$ cat config.mk
export PLATFORM = sky130hd
export DESIGN_NAME = mccontrol
export DESIGN_NICKNAME = d
export VERILOG_FILES = /design/src/rtl/mccontrol.sv
export SDC_FILE = /design/constraint.sdc
export NUM_CORES = 1
export LEC_CHECK = 0
export ABC_AREA = 1
export BUFFER_PORTS_ARGS = -buffer_cell sky130_fd_sc_hd__buf_4
export CAP_MARGIN = 40
export CORE_MARGIN = 5
export CORE_UTILIZATION = 38
export DETAILED_ROUTE_END_ITERATION = 6
export PLACE_DENSITY = 0.76
export SLEW_MARGIN = 20
export SYNTH_ARGS = -nofsm -noshare
export SYNTH_HDL_FRONTEND = slang
export SYNTH_SLANG_ARGS = --single-unit
$ cat constraint.sdc
create_clock -name clk -period 1.1 [get_ports clk]
set_input_delay 0.22 -clock clk [delete_from_list [all_inputs] [get_ports clk]]
set_output_delay 0.22 -clock clk [all_outputs]
set_load 0.03 [all_outputs]
$ cat src/rtl/mccontrol.sv
// mccontrol: multicycle control FSM for the 16-bit, 4-bit-opcode CPU.
// Optional MCCONTROL_PERFCNT_EN adds the instret/cycles performance counters.
module mccontrol #(
  parameter int n = 16
) (
  input  logic         clk,
  input  logic         reset_n,
  input  logic [3:0]   op,
  input  logic         zero,
  input  logic         lt,
  input  logic         mem_ready,
  input  logic         mul_done,
  output logic         mem_req,
  output logic         memread,
  output logic         memwrite,
  output logic         iord,
  output logic         irwrite,
  output logic         pcwrite,
  output logic         regwrite,
  output logic         regdst,
  output logic         hilo_write,
  output logic         mul_start,
  output logic         alusrc_a,
  output logic [1:0]   alusrc_b,
  output logic [1:0]   pcsrc,
  output logic [1:0]   wbsel,
  output logic [3:0]   aluop,
  output logic [3:0]   state,
  output logic [n-1:0] instret,
  output logic [n-1:0] cycles
);
  typedef enum logic [3:0] {
    IDLE     = 4'd0,
    FETCH    = 4'd1,
    DECODE   = 4'd2,
    EXEC     = 4'd3,
    ALUWB    = 4'd4,
    MEMADDR  = 4'd5,
    MEMRD    = 4'd6,
    MEMWB    = 4'd7,
    MEMWR    = 4'd8,
    BRANCH   = 4'd9,
    JUMP     = 4'd10,
    MULSTART = 4'd11,
    MULWAIT  = 4'd12,
    HILOWB   = 4'd13
  } state_t;

  localparam logic [3:0] OP_NOOP = 4'h0;
  localparam logic [3:0] OP_JR   = 4'h1;
  localparam logic [3:0] OP_JI   = 4'h2;
  localparam logic [3:0] OP_BE   = 4'h3;
  localparam logic [3:0] OP_BL   = 4'h4;
  localparam logic [3:0] OP_MFHI = 4'h5;
  localparam logic [3:0] OP_MFLO = 4'h6;
  localparam logic [3:0] OP_LW   = 4'h7;
  localparam logic [3:0] OP_SW   = 4'h8;
  localparam logic [3:0] OP_MULT = 4'hd;

  state_t     st, nxt;
  logic [3:0] op_q;

  always_ff @(posedge clk or negedge reset_n)
    if (!reset_n) begin
      st   <= IDLE;
      op_q <= '0;
    end else begin
      st   <= nxt;
      op_q <= (st == DECODE) ? op : op_q;
    end

  always_comb begin
    nxt = st;
    case (st)
      IDLE:     nxt = FETCH;
      FETCH:    nxt = mem_ready ? DECODE : FETCH;
      DECODE:
        case (op)
          OP_NOOP:         nxt = FETCH;
          OP_JR, OP_JI:    nxt = JUMP;
          OP_BE, OP_BL:    nxt = BRANCH;
          OP_MFHI, OP_MFLO: nxt = HILOWB;
          OP_LW, OP_SW:    nxt = MEMADDR;
          OP_MULT:         nxt = MULSTART;
          default:         nxt = EXEC;
        endcase
      EXEC:     nxt = ALUWB;
      ALUWB:    nxt = FETCH;
      MEMADDR:  nxt = (op_q == OP_LW) ? MEMRD : MEMWR;
      MEMRD:    nxt = mem_ready ? MEMWB : MEMRD;
      MEMWB:    nxt = FETCH;
      MEMWR:    nxt = mem_ready ? FETCH : MEMWR;
      BRANCH:   nxt = FETCH;
      JUMP:     nxt = FETCH;
      HILOWB:   nxt = FETCH;
      MULSTART: nxt = MULWAIT;
      MULWAIT:  nxt = mul_done ? FETCH : MULWAIT;
      default:  nxt = IDLE;
    endcase
  end

  always_comb begin
    mem_req    = 1'b0;
    memread    = 1'b0;
    memwrite   = 1'b0;
    iord       = 1'b0;
    irwrite    = 1'b0;
    pcwrite    = 1'b0;
    regwrite   = 1'b0;
    regdst     = 1'b0;
    hilo_write = 1'b0;
    mul_start  = 1'b0;
    alusrc_a   = 1'b0;
    alusrc_b   = 2'b00;
    pcsrc      = 2'b00;
    wbsel      = 2'b00;
    aluop      = 4'b1001;
    case (st)
      FETCH: begin
        mem_req  = 1'b1;
        memread  = 1'b1;
        alusrc_b = 2'b01;
        irwrite  = mem_ready;
        pcwrite  = mem_ready;
      end
      DECODE:   alusrc_b = 2'b10;
      EXEC: begin
        alusrc_a = 1'b1;
        aluop    = op_q;
      end
      ALUWB: begin
        regwrite = 1'b1;
        regdst   = 1'b1;
      end
      MEMADDR: begin
        alusrc_a = 1'b1;
        alusrc_b = 2'b10;
      end
      MEMRD: begin
        mem_req = 1'b1;
        memread = 1'b1;
        iord    = 1'b1;
      end
      MEMWB: begin
        regwrite = 1'b1;
        wbsel    = 2'b01;
      end
      MEMWR: begin
        mem_req  = 1'b1;
        memwrite = 1'b1;
        iord     = 1'b1;
      end
      BRANCH: begin
        alusrc_a = 1'b1;
        aluop    = 4'b0011;
        pcsrc    = 2'b01;
        pcwrite  = (op_q == OP_BE && zero) || (op_q == OP_BL && lt);
      end
      JUMP: begin
        pcwrite = 1'b1;
        pcsrc   = (op_q == OP_JR) ? 2'b11 : 2'b10;
      end
      HILOWB: begin
        regwrite = 1'b1;
        regdst   = 1'b1;
        wbsel    = (op_q == OP_MFHI) ? 2'b10 : 2'b11;
      end
      MULSTART: mul_start = 1'b1;
      MULWAIT:  hilo_write = mul_done;
      default: ;
    endcase
  end

  assign state = st;

`ifdef MCCONTROL_PERFCNT_EN
  // an instruction retires on every return to FETCH except the initial one out of IDLE
  always_ff @(posedge clk or negedge reset_n)
    if (!reset_n) begin
      cycles  <= '0;
      instret <= '0;
    end else begin
      cycles  <= (st != IDLE) ? cycles + 1'b1 : cycles;
      instret <= (nxt == FETCH && st != IDLE && st != FETCH) ? instret + 1'b1 : instret;
    end
`else
  assign cycles  = '0;
  assign instret = '0;
`endif
endmodule
==> flow_results.org, run 1 <==
** Timing
- Max frequency :: ~590 MHz
- Worst-case setup margin in the final layout :: -593 ps
- Setup violations remaining at the end of the flow were counted as 33.
- The final-report max-slew violation count is 0.
- The number of hold-slack violations in the final timing report is 0.
- In the finished design, the share of the clock period the worst path needs comes to 1.54.
- RSZ-0062 raised after global routing :: true
- Shortest period the worst path allows :: 1690 ps
- Clock Skew :: 6.88 ps

** Clock tree
- In this run the clock root is driven by a sky130_fd_sc_hd__clkbuf_4.
- Clock transition at the registers of the reported paths :: approximately 60 ps
- Counting the buffers created by CTS gives 3.
- H-tree Lvls :: 1
- At the later pin of the worst-skew pair, clock insertion delay measures 270 ps.
- Clock tree from TritonCTS :: done
- CTS sink cnt :: 8
- In this run the deepest clock path goes through 2 buffers.

** Outcome
- Result of the run :: finished with violations
- The checks that failed: setup timing.

** Synth
- Sorting the synthesized cells by area gives the leading types as sky130_fd_sc_hd__buf_4, sky130_fd_sc_hd__dfrtp_1, sky130_fd_sc_hd__nand2_1.
- Of the post-synthesis cell area, the dominant cell type holds 0.234.
- Post-Syn Area per Cell :: 6.06 um2
- Seq cells post-synth :: 8
- Of the synthesized area, sequential elements account for 0.195.
- Library cell occupying the most area in the post-synthesis netlist :: sky130_fd_sc_hd__buf_4
- Total standard cell area after synthesis :: ~1000 um2
- In the synthesized netlist, the number of instances is 169.
- Counting distinct cell types in the post-synthesis netlist gives 16.
- Ys Warns :: 0

** Drt
- Via/cell ratio :: 4.67
- Summing over every cut layer, the via total after detailed routing is 1330.
- Remaining routing DRC violations :: 0
- DRT antenna net count :: 0
- The routed design has 4100 um of wire.
- Initial DRC Count :: 52
- TritonRoute pass-1 iters :: 5
- Routed wirelength normalized by instance count :: 14.4 um

** GRT
- Largest net degree at the start of global routing :: 9
- Leftover overflow at the end of global routing :: 0
- The first global-routing pass estimated 4870 um of wire.
- For this run, the total global-route usage over all layers was measured as 0.174.
- The initial antenna violation count came to 0.
- Via count of the first global-routing pass :: 1146

** Power
- Leakage power of the design :: between 1 and 1.5 nW
- Overall power consumption :: 0.00459 W
- Peak supply drop :: a little under 2000 uV
- Power spread over the standard cell area amounts to about 2300 nW/um2.

** Layout
- Total area of multi-input combinational cells :: approximately 870 um2
- Area Growth Syn to Fin :: 96.7%
- The final layout contains 270 nets.
- Area of all sequential standard cells :: 205 um2
- 0 antenna diodes ended up in the layout.
- In the layout the commonest cells are sky130_fd_sc_hd__buf_4, sky130_fd_sc_hd__buf_6, sky130_fd_sc_hd__conb_1.
- Leaving out fill and tap cells, the most frequent cell in the layout is sky130_fd_sc_hd__buf_4.
- Post-Route Utilization :: 0.799
- The layout has 153 filler cells.
- Of the cells placed in the final design, the portion with a size suffix greater than 1 is 0.576.

** Placement
- GPL Wtd Cong :: 0.837
- Half-perimeter wire length after detailed placement :: about 2400 um
- Buffers placed on the I/O ports in this run total 34.
- Timing analysis after detailed placement gives a worst setup slack of -348 ps.

** Floorplan
- Effective utilization at floorplan :: 0.406
- The floorplan step defined a die boundary enclosing 3840 um2.
- Core region area :: 2520 um2
- The die is 61.9 um tall.
- Die X-Extent :: just over 60 um
- The initialized floorplan defines 18 standard-cell rows.
- Number of I/O pins :: between 60 and 70

** Worst setup path
- Of all nets on the critical path, the largest fanout is 5.
- Worst EP required :: approximately 880 ps
- Critical path class :: reg -> out
- Type of destination of the critical path :: output port
- Startpoint Class :: register
- Data arrival, critical path :: 1470 ps

** Run
- Max cap viols :: 0

** Min path
- The path class of the tightest hold or removal check is in -> reg.
==> flip-flops by register name, indices dropped and copies added, names as in the netlist <==
register / cells
op_q: 4
state: 4
==> synthesized netlist by cell type <==
library cell and count:
sky130_fd_sc_hd__ha_1 4, sky130_fd_sc_hd__conb_1 1, sky130_fd_sc_hd__nand3_1 9, sky130_fd_sc_hd__a21oi_1 4, sky130_fd_sc_hd__nor2_1 19, sky130_fd_sc_hd__buf_4 32, sky130_fd_sc_hd__nor2_4 2, sky130_fd_sc_hd__nand2_2 3
sky130_fd_sc_hd__nor3_1 2, sky130_fd_sc_hd__dfrtp_1 8, sky130_fd_sc_hd__o21ai_1 1, sky130_fd_sc_hd__nand2_1 44, sky130_fd_sc_hd__inv_1 24, sky130_fd_sc_hd__inv_2 2, sky130_fd_sc_hd__o21ai_0 10, sky130_fd_sc_hd__nand4_1 4
==> timing repair <==
action,4_1_cts,5_1_grt
buffers inserted,9,11
setup endpoints to repair,33,33
resized for setup,56,32
endpoints found under the hold margin,8,0
hold buffers,1,0
pin swaps,14,13
==> layout make-up <==
class / instances / area share
Multi-Input combinational cell: 134 / 0.431
Inverter: 26 / 0.0546
Timing Repair Buffer: 83 / 0.381
Tap cell: 30 / 0.0186
Clock buffer: 4 / 0.0130
Sequential cell: 8 / 0.102
==> power breakdown <==
group,switching (W),internal (W),leakage (nW)
Combinational,0.00210,0.00160,1.07
Clock,0.000124,0.000140,0.0150
Sequential,0.000193,0.000428,0.0954
Total,0.00242,0.00217,1.18
==> worst max-delay path, stage by stage (launching register included) <==
cell,delay [ps]
sky130_fd_sc_hd__dfrtp_2,480
sky130_fd_sc_hd__buf_6,150
sky130_fd_sc_hd__nor2_4,100
sky130_fd_sc_hd__buf_4,140
sky130_fd_sc_hd__nand2_2,80
sky130_fd_sc_hd__nand3_2,100
sky130_fd_sc_hd__buf_6,130
==> stage by stage <==
stage               std cells  hold WS, ps  area, um2  setup TNS [ps]
floorplan                 200        -75.6       1280           -5950
global placement          265         42.8       1580           -6840
detailed placement        265         47.7       1580           -7270
CTS                       279          284       1870          -12420
global route              285          295       2020          -15280
finish                    285          273       2020          -13840
==> worst paths after layout <==
check,start,end,slack [ps],cells past startpoint
setup / recovery,state[1],regwrite,-590,6
hold / removal,op[0],op_q[0],270,3
setup reg to reg,state[2],state[0],-450,9
hold reg to reg,op_q[3],op_q[3],540,2
max in group asynchronous,reset_n,state[2],650,2
min in group asynchronous,reset_n,state[3],300,2
==> cell families (layout without fill, tap and decap cells) <==
| family | count (synthesis) | in the layout | share of synthesized area |
|---|---|---|---|
| other cells | 1 | 32 | 0.00366 |
| buf+inv | 58 | 113 | 0.330 |
| flops | 8 | 8 | 0.195 |
| fa+ha+maj | 4 | 4 | 0.0488 |
| compound gates | 15 | 15 | 0.0733 |
| simple gates | 83 | 83 | 0.349 |
==> metal layers <==
| layer | track usage | routed length (um) | vias up | share of wire |
|---|---|---|---|---|
| li1 | - | - | 627 | - |
| met1 | 0.181 | 1510 | 624 | 0.37 |
| met2 | 0.329 | 2230 | 65 | 0.54 |
| met3 | 0.0289 | 242 | 14 | 0.059 |
| met4 | 0.0909 | 121 | 0 | 0.029 |
| met5 | 0 | 0 | - | 0 |
Note: power is estimated with default switching activity, not from simulation.
==> inputs of run 2 (changes only) <==
--- a/config.mk
+++ b/config.mk
@@ -10,8 +10,11 @@
 export CAP_MARGIN = 40
 export CORE_MARGIN = 5
 export CORE_UTILIZATION = 38
+export CTS_CLUSTER_SIZE = 30
 export DETAILED_ROUTE_END_ITERATION = 6
+export HOLD_SLACK_MARGIN = 0.15
 export PLACE_DENSITY = 0.76
+export RECOVER_POWER = 100
 export SLEW_MARGIN = 20
 export SYNTH_ARGS = -nofsm -noshare
 export SYNTH_HDL_FRONTEND = slang
==> flow_results.org, run 2 (synthesis gave the netlist of run 1 again) <==
** Clock tree
- Maximum clock insertion buffer count :: 2 (unchanged)
- The count of H-tree levels built during CTS came to 1 (unchanged).
- Clock latency reported for the late side of the worst-skew pair :: 270 ps (about the same)
- The TritonCTS clock tree is done (unchanged).
- The clock transition at the registers of the reported paths came to 60 ps (about the same).
- CTS sink cnt :: 8 (unchanged)
- The cell at the root of the clock tree is sky130_fd_sc_hd__clkbuf_4 (unchanged).
- Num CTS Buffers :: 3 (unchanged)

** Worst setup path
- The slowest library cell on the worst path was sky130_fd_sc_hd__dfrtp_2 (unchanged).
- Worst EP required :: 880 ps (about the same)
- Worst reg2reg setup slack :: -450 ps (about the same)
- Startpoint Class :: register (unchanged)
- The element type at the critical path end is an output port (unchanged).
- Bufs and invs on worst path :: 3 (unchanged)
- The most prevalent standard cell on the critical path is sky130_fd_sc_hd__buf_6 (unchanged).
- Worst reg2reg endpoint :: state[0] (unchanged)
- Crit Path Max Fanout :: 5 (unchanged)
- Delay-heaviest family, CP :: flip-flops (unchanged)
- Stages on worst setup path :: 6 (unchanged)
- Worst path max stage delay :: 460 ps (was 480 ps)
- Depth of the worst register-to-register path :: 9 (unchanged)
- Data arrival, critical path :: 1470 ps (about the same)
- The category of the critical setup timing path is reg -> out (unchanged).
- Cells traversed along the worst timing path: inv_2 -> buf_6 -> nor2_4 -> nand2_2 -> nand3_2 -> buf_6 (was buf_6 -> nor2_4 -> buf_4 -> nand2_2 -> nand3_2 -> buf_6).
- The startpoint of the most critical register-to-register path is state[2] (unchanged).

** Timing
- The count of endpoints failing setup in the final report was 33 (unchanged).
- Ratio of final minimum period to clock period :: 1.54 (about the same)
- The number of hold-slack violations in the final timing report was 0 (unchanged).
- The worst hold margin was 273 ps (about the same).
- Worst-case setup margin in the final layout :: -593 ps (about the same)
- Max frequency :: 591 MHz (about the same)
- Shortest period the worst path allows :: 1690 ps (about the same)
- The final-report max-slew violation count is 0 (unchanged).
- RSZ-0062 raised after global routing: true (unchanged).
- Clock Skew :: 6.69 ps (was 6.88 ps)

** Placement
- The final weighted congestion in routability-driven placement was 0.837 (unchanged).
- The area after detailed placement is 1580 um2 (unchanged).
- The final HPWL from detailed placement came to 2430 um (unchanged).
- The total of buffers placed on input and output ports is 34 (unchanged).

** Layout
- Non-Filler Cell Area, Final :: 2010 um2 (was 2020 um2)
- Top library cells by usage in the layout, fill and taps aside :: sky130_fd_sc_hd__buf_4, sky130_fd_sc_hd__buf_6, sky130_fd_sc_hd__conb_1 (unchanged)
- Share of post-route cells with drive strength above 1 :: 0.573 (was 0.576)
- Nets :: 270 (unchanged)
- Most frequent standard cell in the layout excluding fill and tap cells :: sky130_fd_sc_hd__buf_4 (unchanged)
- Number of antenna diodes :: 0 (unchanged)
- Area Growth Syn to Fin :: 96.3% (was 96.7%)

** Drt
- Via/cell ratio :: 4.67 (unchanged)
- The DRC violation count after routing came to 0 (unchanged).
- TritonRoute pass-1 iters :: 5 (unchanged)
- The number of DRC violations after detailed-routing iteration 0 is 52 (unchanged).
- The vias after detailed routing was 1330 (unchanged).
- DRT antenna net count :: 0 (unchanged)
- Routed wirelength normalized by instance count :: 14.4 um (unchanged)
- The sum of routed wire length over all layers was 4100 um (unchanged).

** Power
- The power density over cell area is 2280 nW/um2 (about the same).
- The largest voltage drop on the vdd net was 1980 uV (about the same).
- The leakage power is 1.18 nW (about the same).

** Min path
- Depth of the worst hold-timing path :: 3 (unchanged)
- The start point of the worst min-delay path is op[0] (unchanged).
- The worst-case hold path end point was op_q[0] (unchanged).
- Hold crit path type :: in -> reg (unchanged)

** Outcome
- Result of the run: finished with violations (unchanged).
- Failing checks :: setup timing (unchanged)

** Floorplan
- Height of the die :: 61.9 um (unchanged)
- The starting density of the core was 0.406 (unchanged).
- Die footprint :: 3840 um2 (unchanged)
- Core region area :: 2520 um2 (unchanged)
- The I/O pin total was 67 (unchanged).
- Std-Cell Rows :: 18 (unchanged)
- Die X-Extent :: 61.9 um (unchanged)

** GRT
- Leftover overflow at the end of global routing :: 0 (unchanged)
- The via count of the first global-routing pass is 1146 (unchanged).
- The total global-route track usage was 0.174 (unchanged).
- Wire length of the first global-routing pass :: 4870 um (unchanged)
- The largest net degree at the start of global routing came to 9 (unchanged).
- The initial antenna violation count came to 0 (unchanged).

** Run
- Max cap viols :: 0 (unchanged)
## run 2: cell count changes in the layout (fill, tap and decap cells not counted)
| cell | before | now |
|---|---|---|
| sky130_fd_sc_hd__clkbuf_1 | 1 | 2 |
| sky130_fd_sc_hd__buf_4 | 44 | 43 |
## run 2: how the worst max path moves through the flow
stage                     to  slack (ps)      from
global placement    wbsel[0]        -320  state[1]
floorplan            irwrite        -360  state[3]
CTS                 wbsel[0]        -540  state[2]
finish              regwrite        -590  state[2]
global route        regwrite        -630  state[2]
detailed placement  wbsel[0]        -350  state[1]
## run 2: power by group
part | switching (W) | leakage (nW) | internal, W | total [W]
clock network | 0.000124 | 0.0150 | 0.000140 | 0.000264
registers | 0.000193 | 0.0954 | 0.000428 | 0.000621
logic | 0.00210 | 1.07 | 0.00160 | 0.00370
total | 0.00242 | 1.18 | 0.00216 | 0.00459
## run 2: layer usage
metal | global-route usage | vias to the layer above | part of all wire
li1 | - | 627 | -
met1 | 0.181 | 624 | 0.37
met2 | 0.329 | 65 | 0.54
met3 | 0.0289 | 14 | 0.059
met4 | 0.0909 | 0 | 0.029
met5 | 0 | - | 0
## run 2: layout make-up
cell class	instances	area, um2
inverter	26	110
sequential	8	205
clock buffer	4	26.3
multi-input combinational	134	868
fill	155	510
timing repair buffer	83	764
tap	30	37.5
## run 2: tightest hold or removal path, stage by stage
cell,delay [ps]
sky130_fd_sc_hd__buf_4,80
sky130_fd_sc_hd__inv_1,60
sky130_fd_sc_hd__o21ai_1,140
## run 2: stage by stage
stage          power (W)  worst slack, ps  utilization  setup TNS (ps)  std cells
2_1_floorplan    0.00228             -361            -           -5950        200
3_3_place_gp     0.00325             -322        0.627           -6840        265
3_5_place_dp     0.00329             -348        0.627           -7270        265
4_1_cts          0.00416             -543        0.743          -12420        279
5_1_grt          0.00484             -632        0.798          -15280        285
6_report         0.00459             -593        0.798          -13840        285
## run 2: repair_timing
item	CTS	global route
hold endpoints to repair	8	0
pin swaps	14	13
setup buffers	9	11
gates resized for setup	56	32
setup endpoints to repair	33	33
hold buffers	1	0
